===== config.mk =====
export PLATFORM = sky130hd
export DESIGN_NAME = seq_mag_comparator
export DESIGN_NICKNAME = d
export VERILOG_FILES = /design/src/rtl/cmp_pkg.sv /design/src/rtl/cmp_slice.sv /design/src/rtl/seq_mag_comparator.sv
export SDC_FILE = /design/constraint.sdc
export NUM_CORES = 1
export LEC_CHECK = 0
export CAP_MARGIN = 20
export CORE_ASPECT_RATIO = 0.5
export CORE_MARGIN = 3
export CORE_UTILIZATION = 45
export CTS_BUF_LIST = sky130_fd_sc_hd__clkbuf_8
export CTS_CLUSTER_DIAMETER = 50
export DETAILED_ROUTE_END_ITERATION = 6
export HOLD_SLACK_MARGIN = 0.12
export PLACE_DENSITY = 0.8
export SLEW_MARGIN = 5
export SYNTH_ARGS = -nofsm -noshare
export SYNTH_HDL_FRONTEND = slang
export SYNTH_SLANG_ARGS = --single-unit

===== constraint.sdc =====
create_clock -name CLK100MHZ -period 4 [get_ports CLK100MHZ]
set_clock_uncertainty 0.05 [all_clocks]
set_input_delay 0.8 -clock CLK100MHZ [delete_from_list [all_inputs] [get_ports CLK100MHZ]]
set_output_delay 0.8 -clock CLK100MHZ [all_outputs]
set_load 0.01 [all_outputs]

===== src/rtl/cmp_pkg.sv =====
// Shared types and sizing helpers for the sequential magnitude comparator.
package cmp_pkg;

  typedef enum logic [1:0] {
    IDLE = 2'd0,
    RUN  = 2'd1,
    DONE = 2'd2
  } state_e;

  function automatic int nslice(input int width, input int slice);
    return width / slice;
  endfunction

  // A single-slice configuration still needs a 1-bit counter.
  function automatic int cnt_width(input int n);
    return (n > 1) ? $clog2(n) : 1;
  endfunction

endpackage


===== src/rtl/cmp_slice.sv =====
// Combinational per-slice compare cell: equality and unsigned greater-than.
module cmp_slice #(
  parameter int SLICE = 2
) (
  input  logic [SLICE-1:0] slice_a,
  input  logic [SLICE-1:0] slice_b,
  output logic             slice_eq,
  output logic             slice_gt
);

  assign slice_eq = (slice_a == slice_b);
  assign slice_gt = (slice_a > slice_b);

endmodule


===== src/rtl/seq_mag_comparator.sv =====
// Multi-cycle MSB-first magnitude comparator with start/done handshake and
// registered three-way result.
module seq_mag_comparator
  import cmp_pkg::*;
#(
  parameter int WIDTH      = 16,
  parameter int SLICE      = 2,
  parameter int SIGNED     = 0,
  parameter int EARLY_EXIT = 1
) (
  input  logic             CLK100MHZ,
  input  logic             CPU_RESETN,
  input  logic             start,
  input  logic [WIDTH-1:0] a,
  input  logic [WIDTH-1:0] b,
  output logic             busy,
  output logic             done,
  output logic             eq,
  output logic             gt,
  output logic             lt
);

  localparam int NSLICE = nslice(WIDTH, SLICE);
  localparam int CNT_W  = cnt_width(NSLICE);
  localparam logic [CNT_W-1:0] LAST_CNT = CNT_W'(NSLICE - 1);
  // Flipping the sign bit maps two's complement onto offset binary.
  localparam logic [WIDTH-1:0] SIGN_MASK =
    (SIGNED != 0) ? (WIDTH'(1) << (WIDTH - 1)) : '0;

  if (SLICE < 1 || SLICE > WIDTH) begin : g_bad_slice
    $error("seq_mag_comparator: SLICE must be in 1..WIDTH");
  end else if (WIDTH % SLICE != 0) begin : g_bad_width
    $error("seq_mag_comparator: WIDTH must be a multiple of SLICE");
  end

  state_e           state_q, state_d;
  logic [WIDTH-1:0] a_q, a_d, b_q, b_d;
  logic [CNT_W-1:0] cnt_q, cnt_d;
  logic             decided_q, decided_d;
  logic             dec_gt_q, dec_gt_d;
  logic             eq_q, eq_d, gt_q, gt_d, lt_q, lt_d;

  logic slice_eq, slice_gt;
  logic final_dec, final_gt;

  cmp_slice #(.SLICE(SLICE)) u_slice (
    .slice_a  (a_q[WIDTH-1 -: SLICE]),
    .slice_b  (b_q[WIDTH-1 -: SLICE]),
    .slice_eq (slice_eq),
    .slice_gt (slice_gt)
  );

  always_comb begin
    state_d   = state_q;
    a_d       = a_q;
    b_d       = b_q;
    cnt_d     = cnt_q;
    decided_d = decided_q;
    dec_gt_d  = dec_gt_q;
    eq_d      = eq_q;
    gt_d      = gt_q;
    lt_d      = lt_q;
    final_dec = decided_q | ~slice_eq;
    final_gt  = decided_q ? dec_gt_q : slice_gt;

    case (state_q)
      IDLE: begin
        if (start) begin
          a_d       = a ^ SIGN_MASK;
          b_d       = b ^ SIGN_MASK;
          cnt_d     = '0;
          decided_d = 1'b0;
          dec_gt_d  = 1'b0;
          eq_d      = 1'b0;
          gt_d      = 1'b0;
          lt_d      = 1'b0;
          state_d   = RUN;
        end
      end
      RUN: begin
        // Only the first differing slice decides the ordering.
        if (!slice_eq && !decided_q) begin
          decided_d = 1'b1;
          dec_gt_d  = slice_gt;
        end
        if ((!slice_eq && EARLY_EXIT != 0) || cnt_q == LAST_CNT) begin
          state_d = DONE;
          eq_d    = ~final_dec;
          gt_d    = final_dec & final_gt;
          lt_d    = final_dec & ~final_gt;
        end else begin
          a_d   = a_q << SLICE;
          b_d   = b_q << SLICE;
          cnt_d = cnt_q + CNT_W'(1);
        end
      end
      DONE: state_d = IDLE;
      default: state_d = IDLE;
    endcase
  end

  always_ff @(posedge CLK100MHZ or negedge CPU_RESETN) begin
    if (!CPU_RESETN) begin
      state_q   <= IDLE;
      a_q       <= '0;
      b_q       <= '0;
      cnt_q     <= '0;
      decided_q <= 1'b0;
      dec_gt_q  <= 1'b0;
      eq_q      <= 1'b0;
      gt_q      <= 1'b0;
      lt_q      <= 1'b0;
    end else begin
      state_q   <= state_d;
      a_q       <= a_d;
      b_q       <= b_d;
      cnt_q     <= cnt_d;
      decided_q <= decided_d;
      dec_gt_q  <= dec_gt_d;
      eq_q      <= eq_d;
      gt_q      <= gt_d;
      lt_q      <= lt_d;
    end
  end

  assign busy = (state_q != IDLE);
  assign done = (state_q == DONE);
  assign eq   = eq_q;
  assign gt   = gt_q;
  assign lt   = lt_q;

endmodule


==> metrics.cfg, run 1 <==
[place]
routabilityCongestion=0.7856
port_buffers=39
placedCellCount=270
dpl.hpwl_mm=2.745
dpl_cell_area_sq_um=2375

[clocking]
hold_buffers=0
cts_root_buf=clkbuf_8
clkSinkCount=42
clkTransAtPathRegs_ns=0.08
post-cts-setup-buffers=0
cts_made_buffers=5
clock_latency_ns=0.29
cts_repair_resize_count=0
ctsHtreeMaxLevel=2
clk_path_buf_depth=2
tritoncts=done

[setup_path]
crit_cells=3
slowest_stage=dfrtp_2
crit_required_ns=3.15
worstPathCellList=nor2_1 > inv_1 > clkdlybuf4s50_1
path_buf_inv=2
worstSetupEndpointType=primary output
cp_top_family=flip-flops
critPathArrivalTime_ns=1.66
crit_path_max_incr_delay_ns=0.63
r2r_slack_ns=1.55
crit_fanout=16
path_class=flop to primary output
start_kind=flop
r2r_cells=5

[final_layout]
fin_area_sq_um=2485
fin_nets=262
drive_above_1_share=0.05804
instances_no_fill=278
antennaDiodeCount=0
synthToLayoutAreaGrowth_pct=25.94

[timing]
tns_ns=0
rsz0062_at_grt=no
tightest_slew_ns=0.9056
timing.final.crit_share=0.6270
max-slew-margin-rel=0.3963
fmax_mhz=398.8
worst_hold_slack_ns=0.4287
maxSlewViolCount=0
setup_viol=0
hold_viol_final=0
timing.final.crit_period_ns=2.508

[synth]
netlist.top_cell.by_area=dfrtp_1
synth_mux_area_frac=0.1477
synthAdderAreaFrac=0.02536
synth_seq_cells=42
syn-num-nets=225
synth_top_family_by_area=multiplexers
yosys-top-cells-area=dfrtp_1 53%, mux2i_1 14%, o21ai_0 7.6%
synth_area_sq_um=1973
syn_avg_cell_area_sq_um=10.61
synth_simple_gate_area_frac=0.1065
synth_warnings=0
synth_xor_area_frac=0
synth_top_area_frac=0.5327
synth_cells=186
synth_cell_types=24
synth-compound-area-share=0.1420
ys_seq_area_frac=0.5327

[routing]
vias=1446
drt-vias-per-instance=5.201
route.detailed.drc=0
drtIter0Drc=58
detail-route-antenna-nets=0
drtPass1Iterations=4
drt_wl_total_mm=3.817
avgRoutedWirePerCell_microns=13.73

[run_status]
outcome=finished, final reports clean

[min_path]
hold_path_depth=2
holdCritPathClass=flop to flop

[grt]
grt_pass1_wl_mm=6.555
grt-ovfl-total=0
grt_pass1_vias=1451
grt_antenna_before_repair=0
track_usage=0.1625
grt_max_degree=43

[die]
io_pins=40
die_area_sq_um=5264
core_area_sq_um=4064
die_w_microns=99.65
die_h_microns=52.83
start_util=0.4855
num_rows=16

[run]
cap_violations=0

[power]
irDropWorstVdd_v=0.0002983
p_leak_nw=1.134
power.density_nw_per_um2=727.2
finalPower_mw=1.807

[through the flow]
| stage | worst slack (ns) | util |
|---|---|---|
| floorplan | 2.280 | - |
| global placement | 1.471 | 0.5844 |
| detailed placement | 1.375 | 0.5844 |
| CTS | 1.472 | 0.6115 |
| global route | 1.338 | 0.6115 |
| finish | 1.492 | 0.6115 |
[power breakdown]
| part | internal [mW] | leakage [nW] | switching (mW) | total, mW |
|---|---|---|---|---|
| registers | 0.618 | 0.529 | 0.139 | 0.757 |
| clock network | 0.174 | 0.0575 | 0.143 | 0.317 |
| logic | 0.344 | 0.548 | 0.389 | 0.733 |
| total | 1.14 | 1.13 | 0.671 | 1.81 |
[registers in the layout (all words and copies together) (netlist names)]
register   flops
decided_q      1
eq             1
state_q        2
dec_gt_q       1
lt             1
gt             1
cnt_q          3
b_q           16
a_q           16
[final cells by class]
class / instances / area [sq um]
inverter: 6 / 22.52
fill: 341 / 1579
tap: 54 / 67.56
clock buffer: 8 / 110.1
multi-input combinational: 127 / 832.0
sequential: 42 / 1052
timing repair buffer: 41 / 400.4
[path summary, 6_finish.rpt]
path | from | endpoint
setup / recovery | state_q[0] | busy
hold / removal | a_q[7] | a_q[7]
setup reg to reg | state_q[0] | b_q[11]
hold reg to reg | a_q[7] | a_q[7]
max in group asynchronous | CPU_RESETN | state_q[0]
min in group asynchronous | CPU_RESETN | cnt_q[1]
[synthesized netlist by cell type]
cell,n
buf_2,9
nor2_1,2
nand3_1,3
nand2_1,34
a22o_1,9
o31a_1,1
inv_1,6
o31ai_1,1
and2_1,2
o21ai_0,30
mux2_2,1
nand4b_1,1
a32o_1,1
o21bai_1,1
nand3b_1,1
dfrtp_1,42
buf_6,2
ha_1,4
or3_1,1
nand2b_1,3
mux2i_1,28
nor2b_1,1
a21o_1,1
a21oi_1,2
[cell usage in the layout, fill, tap and decap left out, drive strengths merged]
master	instances
dfrtp	42
clkdlybuf4s50	38
nand2	34
o21ai	30
mux2i	28
a22o	9
clkbuf	8
inv	6
ha	4
nand2b	3
nand3	3
buf	3
nor2	2
and2	2
a21oi	2
nor2b	1
nand4b	1
a21o	1
o21bai	1
nand3b	1
or3	1
o31ai	1
o31a	1
a32o	1
mux2	1
[cells by family (layout without fill, tap and decap cells)]
group                      count (synthesis)  count (layout)
AOI/OAI and AO/OA                         46              46
buffers and inverters                     17              55
muxes                                     29              29
and+or+nand+nor                           48              48
DFF                                       42              42
adders and majority gates                  4               4
[worst reg2reg max path, stage by stage, from the launching register on]
cell and delay, ns:
dfrtp_2 0.63, buf_4 0.41, nand2b_1 0.16, a21o_1 0.48, buf_4 0.43, o21ai_0 0.16
[metal layers]
layer | GRT usage | wire, microns | part of all wire | vias to the layer above
met4 | 0.03401 | 42 | 0.011 | 0
met1 | 0.2035 | 1834 | 0.48 | 698
met5 | 0 | 0 | 0 | -
met3 | 0.05179 | 146 | 0.038 | 5
met2 | 0.2800 | 1793 | 0.47 | 23
li1 | - | - | - | 720
Power figures use the tool's default switching activity.
==> run 2: changes to the inputs <==
Clock period 4 ns to 2.4 ns, I/O delays scaled along.
==> metrics.cfg, run 2 (synthesized netlist as in run 1, its figures left out) <==
[clocking]
ctsHtreeMaxLevel=2  ; unchanged
clkSinkCount=42  ; unchanged
clock_latency_ns=0.29  ; about the same
post-cts-setup-buffers=0  ; unchanged
cts_repair_resize_count=0  ; unchanged
clkTransAtPathRegs_ns=0.08  ; about the same
cts_root_buf=clkbuf_8
cts_made_buffers=5  ; unchanged
tritoncts=done
clk_path_buf_depth=2  ; unchanged
hold_buffers=0  ; unchanged

[die]
die_area_sq_um=5264  ; unchanged
die_h_microns=52.83  ; unchanged
core_area_sq_um=4064  ; unchanged
num_rows=16  ; unchanged
die_w_microns=99.65  ; unchanged
start_util=0.4855  ; unchanged
io_pins=40  ; unchanged

[timing]
setup_viol=0  ; unchanged
timing.final.crit_share=0.8190
hold_viol_final=0  ; unchanged
fmax_mhz=508.8
tightest_slew_ns=0.6483  ; -0.2573 ns
maxSlewViolCount=0  ; unchanged
timing.final.crit_period_ns=1.966
rsz0062_at_grt=no
max-slew-margin-rel=0.5678  ; +0.1715
tns_ns=0  ; unchanged

[grt]
track_usage=0.1653  ; +0.002813
grt_pass1_wl_mm=6.679  ; +1.9%
grt-ovfl-total=0  ; unchanged
grt_antenna_before_repair=0  ; unchanged
grt_max_degree=62  ; +44%
grt_pass1_vias=1457  ; +0.41%

[final_layout]
antennaDiodeCount=0  ; unchanged
drive_above_1_share=0.06195  ; +0.003911
reg_top3=a_q (16), b_q (16), cnt_q (3)
fin_area_sq_um=2494  ; +0.35%
final_cell_mix=41 x dfrtp_1, 38 x clkdlybuf4s50_1, 34 x nand2_1
instances_no_fill=280  ; +0.72%
synthToLayoutAreaGrowth_pct=26.38
layout_commonest_cell=dfrtp_1
fin_nets=264  ; +0.76%

[power]
power.density_nw_per_um2=1198  ; +65%
irDropWorstVdd_v=0.0004315  ; +45%
swShare=0.3766  ; +0.005418
p_leak_nw=1.144  ; +0.86%
seqPwrFrac=0.408  ; -0.011
power.switching_mw=1.125  ; +68%
p_int_mw=1.863  ; +64%
clkPwrFrac=0.156  ; -0.019
comb_power_share=0.437  ; +0.031

[setup_path]
path_class=flop to primary output
slowest_stage=clkdlybuf4s50_1
worstPathCellList=nor2_1 > inv_1 > clkdlybuf4s50_1
critPathArrivalTime_ns=1.44  ; -0.22 ns
crit_fanout=8  ; -8
crit_required_ns=1.87  ; -1.28 ns
start_kind=flop
crit_path_max_incr_delay_ns=0.47  ; -0.16 ns
worstSetupEndpointType=primary output

[routing]
vias=1472  ; +1.8%
detail-route-antenna-nets=0  ; unchanged
route.detailed.drc=0  ; unchanged
drtPass1Iterations=4  ; unchanged
drtIter0Drc=83  ; +43%
avgRoutedWirePerCell_microns=13.53  ; -1.5%
drt-vias-per-instance=5.257  ; +1.1%
drt_wl_total_mm=3.787  ; -0.79%

[place]
placedCellCount=272  ; +0.74%
routabilityCongestion=0.7707  ; -1.9%
dpl_cell_area_sq_um=2402  ; +1.2%
port_buffers=39  ; unchanged
dpl.hpwl_mm=2.745  ; about the same

[run]
cap_violations=0  ; unchanged

[min_path]
holdCritPathClass=primary input to async pin

[run_status]
outcome=finished, final reports clean

==> run 2: layout make-up <==
cell class	instances	area, sq um
clock buffer	6	82.58
clock inverter	2	8.758
sequential	42	1052
multi-input combinational	127	832.0
tap	54	67.56
inverter	6	22.52
fill	335	1570
timing repair buffer	43	427.9
==> run 2: critical path: cells and delay by family, from the launching register on <==
kind                   cells  cell delay (ns)
DFF                        1             0.45
and+or+nand+nor            1             0.17
buffers and inverters      2             0.52
==> run 2: metal layers <==
layer / global-route usage / up-vias / part of all wire
li1: - / 721 / -
met1: 0.2130 / 711 / 0.47
met2: 0.2711 / 35 / 0.47
met3: 0.05046 / 5 / 0.041
met4: 0.04989 / 0 / 0.012
met5: 0 / - / 0
==> run 2: final timing paths <==
check | from | endpoint | slack, ns | cells after the start
max reg2reg | state_q[0] | b_q[0] | 0.56 | 5
max in group asynchronous | CPU_RESETN | b_q[6] | 1.57 | 2
min reg2reg | a_q[10] | a_q[10] | 0.43 | 2
min in group CLK100MHZ | a_q[10] | a_q[10] | 0.43 | 2
max | state_q[0] | busy | 0.43 | 3
min | CPU_RESETN | cnt_q[0] | 0.15 | 1
==> run 2: per-stage QoR <==
stage | hold WS [ns] | total power [mW] | worst slack, ns | utilization
after detailed placement | 0.4199 | 2.540 | 0.5035 | 0.5911
after floorplan | 0.1344 | 2.204 | 0.6941 | -
after global placement | 0.4118 | 2.470 | 0.5447 | 0.5911
final | 0.1521 | 2.988 | 0.4344 | 0.6136
after global routing | 0.1941 | 3.270 | 0.3482 | 0.6136
after CTS | 0.1800 | 3.013 | 0.4163 | 0.6136
==> run 2: power groups by stage <==
stage / Sequential, mW / Combinational (mW) / Clock, mW
floorplan: 1.18 / 1.03 / 0
global placement: 1.22 / 1.25 / 0
detailed placement: 1.23 / 1.31 / 0
CTS: 1.22 / 1.31 / 0.478
global route: 1.27 / 1.49 / 0.510
finish: 1.22 / 1.30 / 0.465
